<file path="src/rtl/multi_port_mem_arbiter.sv">
// Round-robin arbiter for N_CH requesters onto one 16-bit memory port.
// One access in flight; byte/word lanes, range/alignment checks, read timeout.
module multi_port_mem_arbiter #(
  parameter int unsigned N_CH       = 3,
  parameter int unsigned MEM_DEPTH  = 32768,
  parameter int unsigned ADDR_W     = 16,
  parameter int unsigned RD_TIMEOUT = 255,
  localparam int unsigned MEM_AW    = $clog2(MEM_DEPTH)
) (
  input  logic              clk,
  input  logic              reset,
  input  logic              req_en     [0:N_CH-1],
  input  logic              req_wr     [0:N_CH-1],
  input  logic              req_size   [0:N_CH-1],
  input  logic [ADDR_W-1:0] req_addr   [0:N_CH-1],
  input  logic [15:0]       req_wdata  [0:N_CH-1],
  output logic              resp_done  [0:N_CH-1],
  output logic              resp_err   [0:N_CH-1],
  output logic [15:0]       resp_rdata [0:N_CH-1],
  output logic              busy,
  output logic              mem_rd_en,
  output logic [1:0]        mem_wr_en,
  output logic [MEM_AW-1:0] mem_addr,
  output logic [15:0]       mem_wdata,
  input  logic              mem_rd_done,
  input  logic [15:0]       mem_rd_data
);

  localparam int unsigned CH_W = (N_CH > 1) ? $clog2(N_CH) : 1;
  localparam int unsigned TO_W = (RD_TIMEOUT > 1) ? $clog2(RD_TIMEOUT) : 1;

  localparam logic [1:0] S_IDLE  = 2'd0;
  localparam logic [1:0] S_WRITE = 2'd1;
  localparam logic [1:0] S_READ  = 2'd2;
  localparam logic [1:0] S_RESP  = 2'd3;

  logic [1:0]        state_q, state_d;
  logic [CH_W-1:0]   rr_q, rr_d;
  logic              size_q, size_d;
  logic              lsb_q, lsb_d;
  logic [TO_W-1:0]   cnt_q, cnt_d;
  logic              busy_q, busy_d;
  logic              mem_rd_en_q, mem_rd_en_d;
  logic [1:0]        mem_wr_en_q, mem_wr_en_d;
  logic [MEM_AW-1:0] mem_addr_q, mem_addr_d;
  logic [15:0]       mem_wdata_q, mem_wdata_d;
  logic              resp_done_q  [0:N_CH-1];
  logic              resp_done_d  [0:N_CH-1];
  logic              resp_err_q   [0:N_CH-1];
  logic              resp_err_d   [0:N_CH-1];
  logic [15:0]       resp_rdata_q [0:N_CH-1];
  logic [15:0]       resp_rdata_d [0:N_CH-1];

  logic              gnt_vld;
  logic [CH_W-1:0]   gnt_ch;
  logic [CH_W-1:0]   cand;
  logic [ADDR_W-1:0] sel_addr;
  logic              sel_wr;
  logic              sel_size;
  logic [15:0]       sel_wdata;
  logic              sel_err;
  logic [15:0]       rd_word;
  logic              rd_tmo;

  // search starts one past the last winner, so every channel gets a turn
  always_comb begin
    gnt_vld = 1'b0;
    gnt_ch  = rr_q;
    cand    = rr_q;
    for (int k = 1; k <= int'(N_CH); k++) begin
      cand = CH_W'((int'(rr_q) + k) % int'(N_CH));
      if (!gnt_vld && req_en[cand]) begin
        gnt_vld = 1'b1;
        gnt_ch  = cand;
      end
    end
  end

  always_comb begin
    sel_addr  = req_addr[gnt_ch];
    sel_wr    = req_wr[gnt_ch];
    sel_size  = req_size[gnt_ch];
    sel_wdata = req_wdata[gnt_ch];
    sel_err   = (sel_size && sel_addr[0]) ||
                (32'(sel_addr[ADDR_W-1:1]) >= MEM_DEPTH);
  end

  always_comb begin
    if (size_q) begin
      rd_word = mem_rd_data;
    end else if (lsb_q) begin
      rd_word = {8'h00, mem_rd_data[15:8]};
    end else begin
      rd_word = {8'h00, mem_rd_data[7:0]};
    end
    rd_tmo = (RD_TIMEOUT != 0) &&
             (32'(cnt_q) + 32'd1 == RD_TIMEOUT);
  end

  always_comb begin
    state_d     = state_q;
    rr_d        = rr_q;
    size_d      = size_q;
    lsb_d       = lsb_q;
    cnt_d       = cnt_q;
    mem_rd_en_d = 1'b0;
    mem_wr_en_d = 2'b00;
    mem_addr_d  = mem_addr_q;
    mem_wdata_d = mem_wdata_q;
    for (int i = 0; i < int'(N_CH); i++) begin
      resp_done_d[i]  = 1'b0;
      resp_err_d[i]   = 1'b0;
      resp_rdata_d[i] = 16'h0000;
    end
    unique case (state_q)
      S_IDLE: begin
        if (gnt_vld) begin
          rr_d   = gnt_ch;
          size_d = sel_size;
          lsb_d  = sel_addr[0];
          if (sel_err) begin
            state_d             = S_RESP;
            resp_done_d[gnt_ch] = 1'b1;
            resp_err_d[gnt_ch]  = 1'b1;
          end else if (sel_wr) begin
            state_d    = S_WRITE;
            mem_addr_d = sel_addr[MEM_AW:1];
            if (sel_size) begin
              mem_wr_en_d = 2'b11;
              mem_wdata_d = sel_wdata;
            end else begin
              mem_wr_en_d = sel_addr[0] ? 2'b10 : 2'b01;
              mem_wdata_d = {sel_wdata[7:0], sel_wdata[7:0]};
            end
          end else begin
            state_d     = S_READ;
            mem_rd_en_d = 1'b1;
            mem_addr_d  = sel_addr[MEM_AW:1];
            cnt_d       = '0;
          end
        end
      end
      S_WRITE: begin
        state_d           = S_RESP;
        resp_done_d[rr_q] = 1'b1;
      end
      S_READ: begin
        if (mem_rd_done) begin
          state_d            = S_RESP;
          resp_done_d[rr_q]  = 1'b1;
          resp_rdata_d[rr_q] = rd_word;
        end else if (rd_tmo) begin
          state_d           = S_RESP;
          resp_done_d[rr_q] = 1'b1;
          resp_err_d[rr_q]  = 1'b1;
        end else begin
          mem_rd_en_d = 1'b1;
          cnt_d       = cnt_q + TO_W'(1);
        end
      end
      S_RESP: begin
        state_d = S_IDLE;
      end
      default: begin
        state_d = S_IDLE;
      end
    endcase
    busy_d = (state_d != S_IDLE);
  end

  always_ff @(posedge clk) begin
    if (reset) begin
      state_q     <= S_IDLE;
      rr_q        <= CH_W'(N_CH - 1);
      size_q      <= 1'b0;
      lsb_q       <= 1'b0;
      cnt_q       <= '0;
      busy_q      <= 1'b0;
      mem_rd_en_q <= 1'b0;
      mem_wr_en_q <= 2'b00;
      mem_addr_q  <= '0;
      mem_wdata_q <= 16'h0000;
      for (int i = 0; i < int'(N_CH); i++) begin
        resp_done_q[i]  <= 1'b0;
        resp_err_q[i]   <= 1'b0;
        resp_rdata_q[i] <= 16'h0000;
      end
    end else begin
      state_q     <= state_d;
      rr_q        <= rr_d;
      size_q      <= size_d;
      lsb_q       <= lsb_d;
      cnt_q       <= cnt_d;
      busy_q      <= busy_d;
      mem_rd_en_q <= mem_rd_en_d;
      mem_wr_en_q <= mem_wr_en_d;
      mem_addr_q  <= mem_addr_d;
      mem_wdata_q <= mem_wdata_d;
      for (int i = 0; i < int'(N_CH); i++) begin
        resp_done_q[i]  <= resp_done_d[i];
        resp_err_q[i]   <= resp_err_d[i];
        resp_rdata_q[i] <= resp_rdata_d[i];
      end
    end
  end

  assign busy       = busy_q;
  assign mem_rd_en  = mem_rd_en_q;
  assign mem_wr_en  = mem_wr_en_q;
  assign mem_addr   = mem_addr_q;
  assign mem_wdata  = mem_wdata_q;
  assign resp_done  = resp_done_q;
  assign resp_err   = resp_err_q;
  assign resp_rdata = resp_rdata_q;

endmodule
</file>
<file path="config.mk">
export PLATFORM = sky130hd
export DESIGN_NAME = multi_port_mem_arbiter
export DESIGN_NICKNAME = d
export VERILOG_FILES = /design/src/rtl/multi_port_mem_arbiter.sv
export SDC_FILE = /design/constraint.sdc
export NUM_CORES = 1
export LEC_CHECK = 0
export ABC_AREA = 0
export CAP_MARGIN = 20
export CORE_ASPECT_RATIO = 1.4
export CORE_UTILIZATION = 25
export CTS_CLUSTER_DIAMETER = 60
export CTS_CLUSTER_SIZE = 10
export DETAILED_ROUTE_END_ITERATION = 7
export PLACE_DENSITY_LB_ADDON = 0.12
export SKIP_LAST_GASP = 1
export SLEW_MARGIN = 5
export SYNTH_ARGS = -nofsm -noshare
export SYNTH_HDL_FRONTEND = slang
export SYNTH_SLANG_ARGS = --single-unit
</file>
<file path="constraint.sdc">
create_clock -name clk -period 5.3 [get_ports clk]
set_input_delay 1.59 -clock clk [delete_from_list [all_inputs] [get_ports clk]]
set_output_delay 1.59 -clock clk [all_outputs]
set_load 0.1 [all_outputs]
</file>
==> results of run 1 <==
[path summary, 6_finish.rpt]
path / to / cells past startpoint / startpoint
worst max-delay path: mem_wdata[11] / 10 / req_en[0]
worst min-delay path: mem_wdata[8] / 2 / mem_wdata[8]
worst max register to register: mem_wdata[11] / 11 / rr_q[0]
worst min register to register: mem_wdata[8] / 2 / mem_wdata[8]
[cells by family after synthesis]
| group | count (synthesis) | synth area share (%) |
|---|---|---|
| compound gates | 101 | 16.4 |
| xor+xnor | 3 | 0.550 |
| fa+ha+maj | 11 | 2.88 |
| buf+inv | 43 | 4.37 |
| flops | 103 | 43.1 |
| mux | 55 | 11.8 |
| simple gates | 213 | 20.9 |
[sequential cells by signal, indices dropped and copies added, names as in the netlist]
signal      cells
mem_rd_en       1
resp_err        3
resp_rdata     48
rr_q            2
mem_wdata      16
lsb_q           1
cnt_q           8
mem_addr       15
mem_wr_en       2
resp_done       3
size_q          1
busy            1
state_q         2
[area by class of cell]
| cell class | count | area [um2] | area share (%) |
|---|---|---|---|
| well taps | 244 | 305 | 4.09 |
| inverters | 11 | 41.3 | 0.553 |
| clock inverters | 6 | 115 | 1.54 |
| clock buffers | 10 | 239 | 3.20 |
| flip-flops and latches | 103 | 2060 | 27.6 |
| repair buffers | 220 | 2180 | 29.2 |
| multi-input cells | 383 | 2530 | 33.8 |
[power groups by stage]
stage                     Clock, mW  Combinational, mW  Sequential (mW)
final                         0.770               3.11             1.00
after global routing          0.829               3.36             1.02
after CTS                     0.792               3.15             1.00
after detailed placement          0               3.14             1.02
after global placement            0               3.12             1.02
after floorplan                   0               1.62             1.83
[synthesized netlist by cell type, drive strengths merged (6+ instances only)]
cell type | instances | area share (%)
nand3 | 20 | 2.2
clkbuf | 12 | 0.94
a21oi | 34 | 3.6
buf | 20 | 2.6
o2bb2ai | 13 | 2.5
or3 | 7 | 0.92
mux2i | 47 | 9.9
or2 | 6 | 0.79
nand2 | 31 | 2.4
dfxtp | 103 | 43
inv | 11 | 0.86
ha | 11 | 2.9
nor2b | 7 | 0.92
mux2 | 8 | 1.9
a211oi | 16 | 2.5
nor2 | 113 | 8.9
nor3 | 6 | 0.86
[worst min-delay path: cells and delay by family (launching register included)]
kind | cells | cell delay (ns)
flops | 1 | 0.31
compound gates | 1 | 0.05
simple gates | 1 | 0.05
[per-layer routing]
metal / global-route usage [%] / vias to the layer above
met5: 0 / -
met4: 4.24 / 0
met3: 5.65 / 14
met2: 28.3 / 191
met1: 15.8 / 2098
li1: - / 2262
[stage by stage]
step / std cells / cell area [um2] / total power, mW / hold WS, ns / util (%)
after floorplan: 529 / 4780 / 3.44 / 0.469 / -
after global placement: 961 / 7110 / 4.13 / 0.441 / 38.1
after detailed placement: 961 / 7110 / 4.16 / 0.451 / 38.1
after CTS: 977 / 7470 / 4.95 / 0.463 / 40.0
after global routing: 977 / 7470 / 5.21 / 0.492 / 40.0
final: 977 / 7470 / 4.88 / 0.460 / 40.0
==> implementation parameters, run 1 <==
Parameter                              Value

Run status
  Outcome ... finished, final reports clean

Finish
  Number of antenna diodes ... 0
  Leading cell types in the layout, fill and taps excluded ... 211 x sky130_fd_sc_hd__clkdlybuf4s50_1, 112 x sky130_fd_sc_hd__nor2_1, 103 x sky130_fd_sc_hd__dfxtp_1
  Number of inserted filler cells in the final layout ... between 1500 and 2000
  Share of post-route cells with drive strength above 1 ... under 10%
  Most common library cell in the layout ignoring fill and taps ... sky130_fd_sc_hd__clkdlybuf4s50_1
  Number of nets in the layout ... roughly 860
  Layout area overhead ... 56.2%

STA
  Sum Neg Setup Slack ... 0 ns
  Worst clock skew ... ~0.0085 ns
  Number of failing hold endpoints at the final stage ... 0
  Final-report max-slew violation count ... 0
  Max-slew headroom at the worst pin ... 31.7%
  Final period utilization ... a little under nine tenths
  Unrepaired setup endpoints after global routing ... no
  Peak Freq ... about 220 MHz
  Slew at the pin closest to its max-slew limit ... 1.02 ns
  Shortest period the worst path allows ... around 4.6 ns
  # setup viols final ... 0
  Minimum setup slack in the final design ... between 0.7 and 0.8 ns

Die
  Width of the chip ... between 100 and 150 um
  Total I/O pin count ... 213
  Overall die area ... a little under 0.02 mm2
  Rows ... about 60
  Initial standard-cell utilization of the core ... 25.6%
  Die Span Y ... 166 um
  Core Area ... 0.0187 mm2

Global route
  Global route total overflow ... 0
  Vias in the first global route ... 4757
  Total routing usage reported by global routing ... approximately 15%
  Largest net degree at the start of global routing ... 35
  Initial antenna violation count ... 0
  First-pass GRT wire length ... 24000 um

CTS
  Clk sink count ... around 100
  CTS root buf ... sky130_fd_sc_hd__clkbuf_16
  Count of buffers added by post-CTS timing repair for setup ... 0
  Number of buffers created by CTS ... 9
  Buffer levels on the longest clock path ... 2
  Clock insertion delay at the later pin of the skew report ... about 0.34 ns
  Clock tree from TritonCTS ... done
  H-tree lvl count ... 3
  Clock transition time at the flip-flop clock pins of the worst setup and hold paths ... 0.07 ns
  Number of buffers added to fix hold violations after cts ... 0
  Post-CTS resize count ... 0

Synth
  Mean instance size in the synthesized netlist ... roughly 9 um2
  Synth warnings ... 0
  Synthesized netlist cell count ... 529
  Sequential fraction of the synthesis area ... 43.1%
  Distinct cell type count after synthesis ... 65
  Synthesized cell area ... around 0.0048 mm2
  Async S/R FF share, synth ... 0%
  Number of enable-type register cells in the synthesized netlist ... 0
  Most used flip-flop cell after synthesis ... sky130_fd_sc_hd__dfxtp_1
  Synthesized netlist net count ... approximately 660
  Flops & latches, synth ... 103

Placed design
  RePlAce Congestion ... a little under 0.8
  Total half-perimeter wirelength after legalization and detailed placement ... 11600 um
  Number of buffers added on ports ... around 210
  Post-Place Worst Slack ... around 0.36 ns

Drt
  Post-detailed-routing wire length ... 14700 um
  Number of remaining DRC errors ... 0
  Detailed Routing Iterations Pass 1 ... 4
  Detailed-route wire length per cell ... 15.1 um
  Via density ... between 4 and 5
  DR vias ... 4565
  Top Layer Used ... met4
  WL met3 ... ~1300 um
  Drt initial violations ... 130
  Met2 wire len ... ~7500 um
  Wl on met1 ... 5750 um
  ANT nets after route ... 0

Hold path
  Class of the tightest hold or removal check ... reg -> reg

Power
  Sw Pwr ... around 2.5 mW
  Int Power ... 2.42 mW
  Seq pwr share ... about a fifth
  Power density over the cells ... approximately 650 mW/mm2
  Leakage power summed over all cells ... 2.91 nW
  Clock power share ... between 15 and 20%
  Sw Ratio ... 50.3%
  Worst supply voltage drop on vdd ... ~0.00029 V
  Comb power frac ... between 60% and 70%

Worst setup path
  Endpoint kind of the worst setup timing path ... register
  Series of cell instances along the critical path ... clkdlybuf4s50_1 > nor3b_2 > o21ba_1 > and3_1 > a221oi_4 > nor3b_2 > o32ai_4 > nand3_2 > or3_1 > a21oi_1
  Maximum fanout count along the critical path ... 18
  Most frequent cell on the critical path ... sky130_fd_sc_hd__nor3b_2
  Crit start category ... primary input
  Crit path max-delay cell type ... sky130_fd_sc_hd__clkdlybuf4s50_1
  Crit path arrival time ... approximately 4.8 ns
  Critical path type ... in -> reg
  Crit path buffers/inverters ... 1
  R2r setup slk ... between 1 and 1.5 ns
  Required arrival time at the worst endpoint ... approximately 5.6 ns
  Worst path top cell family by delay ... simple AND/OR/NAND/NOR gates
  Crit path largest cell delay ... 0.53 ns

Job
  Number of maximum-capacitance constraint violations ... 0
(Power assumes the default switching activity.)
==> run 2: changes to the inputs <==
MAX_ROUTING_LAYER = met4   (was unset)
==> run 2 against run 1 <==
Cell count did not move; die area did not move; clock skew rose by 0.00056 ns; combinational power barely moved; worst hold slack barely moved; highest routed layer unchanged; sequential power barely moved; global-route usage rose by 0.51 points; clock power barely moved; sequential cell count did not move; first-iteration DRC count rose by 15%.
==> implementation parameters, run 2 (synthesized netlist as in run 1, its figures left out) <==
Parameter                              Value

Worst setup path
  Crit path arrival time ... 4.83 ns (about the same)
  Crit start category ... primary input
  Maximum fanout count along the critical path ... 18 (unchanged)
  Endpoint kind of the worst setup timing path ... register
  Crit path buffers/inverters ... 1 (unchanged)
  Series of cell instances along the critical path ... clkdlybuf4s50_1 > mux2i_1 > o21bai_4 > nor4_2 > or2_1 > nor3b_2 > o32ai_4 > nand3_2 > or3_1 > a21oi_1
  Critical path type ... in -> reg
  Crit path largest cell delay ... 0.50 ns (-0.03 ns)
  Worst path top cell family by delay ... simple AND/OR/NAND/NOR gates
  Required arrival time at the worst endpoint ... 5.58 ns (about the same)
  Crit path max-delay cell type ... sky130_fd_sc_hd__or3_1

STA
  Worst hold slack ... 0.459 ns (-0.0000140 ns)
  Unrepaired setup endpoints after global routing ... no
  Worst clock skew ... 0.00910 ns (+0.000564 ns)
  Number of failing hold endpoints at the final stage ... 0 (unchanged)
  Peak Freq ... 220 MHz (+0.13%)
  Slew at the pin closest to its max-slew limit ... 1.02 ns (+0.000563 ns)
  # setup viols final ... 0 (unchanged)
  Final-report max-slew violation count ... 0 (unchanged)
  Shortest period the worst path allows ... 4.55 ns (-0.00597 ns)
  Sum Neg Setup Slack ... 0 ns (unchanged)
  Max-slew headroom at the worst pin ... 31.7% (-0.038 points)
  Final period utilization ... 85.9% (-0.11 points)

Die
  Core Area ... 0.0187 mm2 (unchanged)
  Initial standard-cell utilization of the core ... 25.6% (unchanged)
  Width of the chip ... 119 um (unchanged)
  Rows ... 59 (unchanged)
  Die Span Y ... 166 um (unchanged)
  Total I/O pin count ... 213 (unchanged)
  Overall die area ... 0.0197 mm2 (unchanged)

Finish
  Non-filler cells in the finished layout ... 977 (unchanged)
  Number of inserted filler cells in the final layout ... 1895 (unchanged)
  Multi-input gate area ... 0.00253 mm2 (unchanged)
  Most common library cell in the layout ignoring fill and taps ... sky130_fd_sc_hd__clkdlybuf4s50_1
  Number of nets in the layout ... 863 (unchanged)
  Largest register FFs ... 48 (unchanged)
  Leading cell types in the layout, fill and taps excluded ... 211 x sky130_fd_sc_hd__clkdlybuf4s50_1, 112 x sky130_fd_sc_hd__nor2_1, 103 x sky130_fd_sc_hd__dfxtp_1
  Number of antenna diodes ... 0 (unchanged)
  Register area ... 0.00206 mm2 (unchanged)
  Share of post-route cells with drive strength above 1 ... 7.64% (unchanged)
  Layout area overhead ... 56.2% (unchanged)

CTS
  Count of buffers added by post-CTS timing repair for setup ... 0 (unchanged)
  Number of buffers added to fix hold violations after cts ... 0 (unchanged)
  Number of buffers created by CTS ... 9 (unchanged)
  H-tree lvl count ... 3 (unchanged)
  Clock tree from TritonCTS ... done
  Clock insertion delay at the later pin of the skew report ... 0.34 ns (about the same)
  CTS root buf ... sky130_fd_sc_hd__clkbuf_16
  Buffer levels on the longest clock path ... 2 (unchanged)
  Post-CTS resize count ... 0 (unchanged)
  Clk sink count ... 103 (unchanged)
  Clock transition time at the flip-flop clock pins of the worst setup and hold paths ... 0.07 ns (about the same)

Power
  Sw Pwr ... 2.46 mW (about the same)
  Int Power ... 2.42 mW (about the same)
  Power density over the cells ... 654 mW/mm2 (about the same)
  Worst supply voltage drop on vdd ... 0.000290 V (about the same)
  Comb power frac ... 63.7% (about the same)
  Sw Ratio ... 50.3% (about the same)
  Seq pwr share ... 20.5% (about the same)
  Clock power share ... 15.8% (about the same)
  Leakage power summed over all cells ... 2.91 nW (unchanged)

Drt
  DR vias ... 4567 (+0.044%)
  Drt initial violations ... 149 (+15%)
  Detailed-route wire length per cell ... 15.1 um (about the same)
  Detailed Routing Iterations Pass 1 ... 5 (+1)
  ANT nets after route ... 0 (unchanged)
  Via density ... 4.67 (about the same)
  Post-detailed-routing wire length ... 14800 um (about the same)
  Number of remaining DRC errors ... 0 (unchanged)

Global route
  First-pass GRT wire length ... 24000 um (about the same)
  Met3 layer usage reported by global route ... 5.34% (-0.31 points)
  Gr busiest metal ... met2
  M2 GR Usage ... 28.3% (about the same)
  Total routing usage reported by global routing ... 15.8% (+0.51 points)
  Initial antenna violation count ... 0 (unchanged)
  Largest net degree at the start of global routing ... 35 (unchanged)
  Vias in the first global route ... 4750 (-0.15%)
  Global route total overflow ... 0 (unchanged)
  Global routing met1 resource utilization ... 16.2% (+0.43 points)

Placed design
  RePlAce Congestion ... 0.791 (+1.4%)
  Total half-perimeter wirelength after legalization and detailed placement ... 11600 um (unchanged)
  Placed Instances ... 961 (unchanged)
  Number of buffers added on ports ... 212 (unchanged)

Job
  Number of maximum-capacitance constraint violations ... 0 (unchanged)

Run status
  Outcome ... finished, final reports clean

Hold path
  Class of the tightest hold or removal check ... reg -> reg
run 2: cell counts in the layout (fill, tap and decap cells not counted):
No cell type changed its count.
run 2: path summary, 6_finish.rpt:
kind	depth (start not counted)	to	slack, ns	start
worst min-delay path	2	mem_wdata[8]	0.46	mem_wdata[8]
worst min register to register	2	mem_wdata[8]	0.46	mem_wdata[8]
worst max register to register	11	mem_wdata[11]	1.34	rr_q[0]
worst max-delay path	10	mem_wdata[11]	0.75	req_en[1]
run 2: worst reg2reg max path: cells and delay by family, from the launching register on:
| family | cells | cell delay (ns) |
|---|---|---|
| simple gates | 6 | 1.93 |
| buf+inv | 1 | 0.15 |
| mux | 1 | 0.37 |
| compound gates | 2 | 0.53 |
| fa+ha+maj | 1 | 0.47 |
| flops | 1 | 0.47 |
run 2: per-stage QoR:
stage / util, % / worst slack (ns) / total power [mW] / cell area (um2)
after floorplan: - / 1.45 / 3.44 / 4780
after global placement: 38.1 / 0.466 / 4.13 / 7110
after detailed placement: 38.1 / 0.356 / 4.16 / 7110
after CTS: 40.0 / 0.714 / 4.95 / 7470
after global routing: 40.0 / 0.427 / 5.21 / 7470
final: 40.0 / 0.748 / 4.88 / 7470
run 2: cell type report:
| class | count | area share (%) |
|---|---|---|
| clock buffers | 10 | 3.20 |
| clock inverters | 6 | 1.54 |
| inverters | 11 | 0.553 |
| multi-input cells | 383 | 33.8 |
| flip-flops and latches | 103 | 27.6 |
| well taps | 244 | 4.09 |
| repair buffers | 220 | 29.2 |
run 2: metal layers:
metal | vias up | wire [um]
li1 | 2260 | -
met1 | 2095 | 5800
met2 | 202 | 7510
met3 | 10 | 1290
met4 | 0 | 157
met5 | - | 0
run 2: power by group through the flow:
stage	Sequential (mW)	Combinational, mW	Clock [mW]
after global placement	1.02	3.12	0
after floorplan	1.83	1.62	0
after detailed placement	1.02	3.14	0
final	1.00	3.11	0.769
after CTS	1.00	3.15	0.792
after global routing	1.02	3.36	0.831
==> run 3: changes to the inputs <==
CORE_UTILIZATION = 45   (was 25)
SETUP_SLACK_MARGIN = 0.5   (was unset)
==> run 3 against run 2 <==
Combinational power hardly changed; highest routed layer unchanged; sequential cell count is the same; power decreased by 3.5%.
==> implementation parameters, run 3 (synthesized netlist as in run 1, its figures left out) <==
Parameter                              Value

Run status
  Outcome ... finished, final reports clean

Die
  Initial standard-cell utilization of the core ... 46.2% (+21 points)
  Total I/O pin count ... 213 (unchanged)
  Overall die area ... 0.0110 mm2 (-44%)
  Die Span Y ... 124 um (-25%)
  Core Area ... 0.0103 mm2 (-45%)
  Width of the chip ... 89.1 um (-25%)
  Rows ... 44 (-25%)

Placed design
  Placed Instances ... 854 (-11%)
  Number of buffers added on ports ... 212 (unchanged)
  Total half-perimeter wirelength after legalization and detailed placement ... 10400 um (-10%)
  RePlAce Congestion ... 0.845 (+6.8%)

Global route
  Met3 layer usage reported by global route ... 5.10% (-0.23 points)
  Global route total overflow ... 0 (unchanged)
  Total routing usage reported by global routing ... 25.1% (+9.3 points)
  Global routing met1 resource utilization ... 25.5% (+9.3 points)
  Initial antenna violation count ... 0 (unchanged)
  M2 GR Usage ... 45.8% (+17 points)
  Vias in the first global route ... 4563 (-3.9%)
  First-pass GRT wire length ... 20800 um (-13%)
  Largest net degree at the start of global routing ... 51 (+46%)
  Gr busiest metal ... met2

STA
  Worst hold slack ... 0.456 ns (-0.00379 ns)
  Slew at the pin closest to its max-slew limit ... 1.02 ns (-0.0000141 ns)
  Max-slew headroom at the worst pin ... 31.7% (about the same)
  Number of failing hold endpoints at the final stage ... 0 (unchanged)
  Sum Neg Setup Slack ... 0 ns (unchanged)
  Final-report max-slew violation count ... 0 (unchanged)
  Unrepaired setup endpoints after global routing ... no
  Peak Freq ... 218 MHz (-0.75%)
  Worst clock skew ... 0.0113 ns (+0.00225 ns)
  # setup viols final ... 0 (unchanged)
  Shortest period the worst path allows ... 4.59 ns (+0.0343 ns)
  Final period utilization ... 86.5% (+0.65 points)

Finish
  Register area ... 0.00206 mm2 (unchanged)
  Number of nets in the layout ... 864 (+0.12%)
  Leading cell types in the layout, fill and taps excluded ... 211 x sky130_fd_sc_hd__clkdlybuf4s50_1, 112 x sky130_fd_sc_hd__nor2_1, 103 x sky130_fd_sc_hd__dfxtp_1
  Non-filler cells in the finished layout ... 872 (-11%)
  Multi-input gate area ... 0.00253 mm2 (unchanged)
  Most common library cell in the layout ignoring fill and taps ... sky130_fd_sc_hd__clkdlybuf4s50_1
  Share of post-route cells with drive strength above 1 ... 7.49% (-0.15 points)
  Number of antenna diodes ... 0 (unchanged)
  Layout area overhead ... 51.8%
  Number of inserted filler cells in the final layout ... 833 (-56%)
  Largest register FFs ... 48 (unchanged)

Power
  Leakage power summed over all cells ... 2.87 nW (-1.3%)
  Worst supply voltage drop on vdd ... 0.000397 V (+37%)
  Int Power ... 2.27 mW (-6.3%)
  Power density over the cells ... 649 mW/mm2 (-0.62%)
  Seq pwr share ... 21.4% (+0.9 points)
  Comb power frac ... 66.0% (+2.3 points)
  Sw Ratio ... 51.8% (+1.5 points)
  Sw Pwr ... 2.44 mW (-0.67%)
  Clock power share ... 12.7% (-3.1 points)
  Power after layout ... 4.71 mW (-3.5%)

Worst setup path
  Series of cell instances along the critical path ... clkdlybuf4s50_1 > nor3b_2 > o21ba_1 > and3_1 > a221oi_4 > nor3b_2 > o32ai_4 > nand3_2 > or3_1 > a21oi_1
  Crit path largest cell delay ... 0.53 ns (+0.03 ns)
  Critical path type ... in -> reg
  Maximum fanout count along the critical path ... 18 (unchanged)
  Crit path max-delay cell type ... sky130_fd_sc_hd__clkdlybuf4s50_1
  Crit path arrival time ... 4.85 ns (+0.02 ns)
  Worst path top cell family by delay ... simple AND/OR/NAND/NOR gates
  Crit start category ... primary input
  Most frequent cell on the critical path ... sky130_fd_sc_hd__nor3b_2
  Crit path buffers/inverters ... 1 (unchanged)
  Required arrival time at the worst endpoint ... 5.57 ns (about the same)
  Endpoint kind of the worst setup timing path ... register

Drt
  DR vias ... 4570 (+0.066%)
  Number of remaining DRC errors ... 0 (unchanged)
  Via density ... 5.24 (+12%)
  Post-detailed-routing wire length ... 13300 um (-9.6%)
  Drt initial violations ... 245 (+64%)
  Detailed Routing Iterations Pass 1 ... 4 (-1)
  Detailed-route wire length per cell ... 15.3 um (+1.3%)
  ANT nets after route ... 0 (unchanged)

CTS
  H-tree lvl count ... 3 (unchanged)
  Clock transition time at the flip-flop clock pins of the worst setup and hold paths ... 0.07 ns (about the same)
  Buffer levels on the longest clock path ... 2 (unchanged)
  Number of buffers added to fix hold violations after cts ... 0 (unchanged)
  Clk sink count ... 103 (unchanged)
  Clock insertion delay at the later pin of the skew report ... 0.34 ns (about the same)
  CTS root buf ... sky130_fd_sc_hd__clkbuf_16
  Number of buffers created by CTS ... 9 (unchanged)
  Clock tree from TritonCTS ... done

Hold path
  Class of the tightest hold or removal check ... reg -> reg

Job
  Number of maximum-capacitance constraint violations ... 0 (unchanged)
run 3: worst register-to-register path, stage by stage (launching register included):
cell,delay [ns]
sky130_fd_sc_hd__dfxtp_1,0.48
sky130_fd_sc_hd__inv_1,0.15
sky130_fd_sc_hd__ha_1,0.47
sky130_fd_sc_hd__mux2i_2,0.36
sky130_fd_sc_hd__o21ai_2,0.15
sky130_fd_sc_hd__o32ai_2,0.36
sky130_fd_sc_hd__or2_1,0.39
sky130_fd_sc_hd__nor3b_2,0.11
sky130_fd_sc_hd__o32ai_4,0.39
sky130_fd_sc_hd__nand3_2,0.40
sky130_fd_sc_hd__or3_1,0.48
sky130_fd_sc_hd__a21oi_1,0.14
run 3: worst paths after layout:
path                       from             to  slack [ns]  cells past startpoint
hold reg to reg   mem_wdata[14]  mem_wdata[14]        0.46                      2
setup / recovery      req_en[0]   mem_wdata[8]        0.71                     10
setup reg to reg        rr_q[0]   mem_wdata[8]        1.35                     11
hold / removal    mem_wdata[14]  mem_wdata[14]        0.46                      2
run 3: final cells by class:
type                       instances  share of cell area, %
multi-input combinational        383                   34.8
timing repair buffer             221                   30.1
sequential                       103                   28.4
clock buffer                      11                   3.21
tap                              138                   2.38
inverter                          11                  0.569
clock inverter                     5                  0.466
run 3: metal layers:
metal | up-vias | part of all wire (%)
li1 | 2259 | -
met1 | 2109 | 37
met2 | 183 | 53
met3 | 19 | 7.5
met4 | 0 | 2.0
met5 | - | 0
run 3: power by group through the flow:
stage | clock, mW | sequential [mW] | combinational, mW
finish | 0.597 | 1.01 | 3.11
global route | 0.638 | 1.02 | 3.32
CTS | 0.610 | 1.01 | 3.09
detailed placement | 0 | 1.02 | 3.08
global placement | 0 | 1.02 | 3.02
floorplan | 0 | 1.83 | 1.62
run 3: what timing repair did:
action,in CTS,in global routing
resized for setup,0,0
buffers inserted,0,2
setup endpoints to repair,0,9
run 3: per-stage QoR:
stage | util [%] | instance area (um2) | setup slack (ns)
2_1_floorplan | - | 4780 | 1.45
3_3_place_gp | 67.4 | 6970 | 0.404
3_5_place_dp | 67.4 | 6970 | 0.258
4_1_cts | 69.9 | 7240 | 0.592
5_1_grt | 70.1 | 7250 | 0.522
6_report | 70.1 | 7250 | 0.714
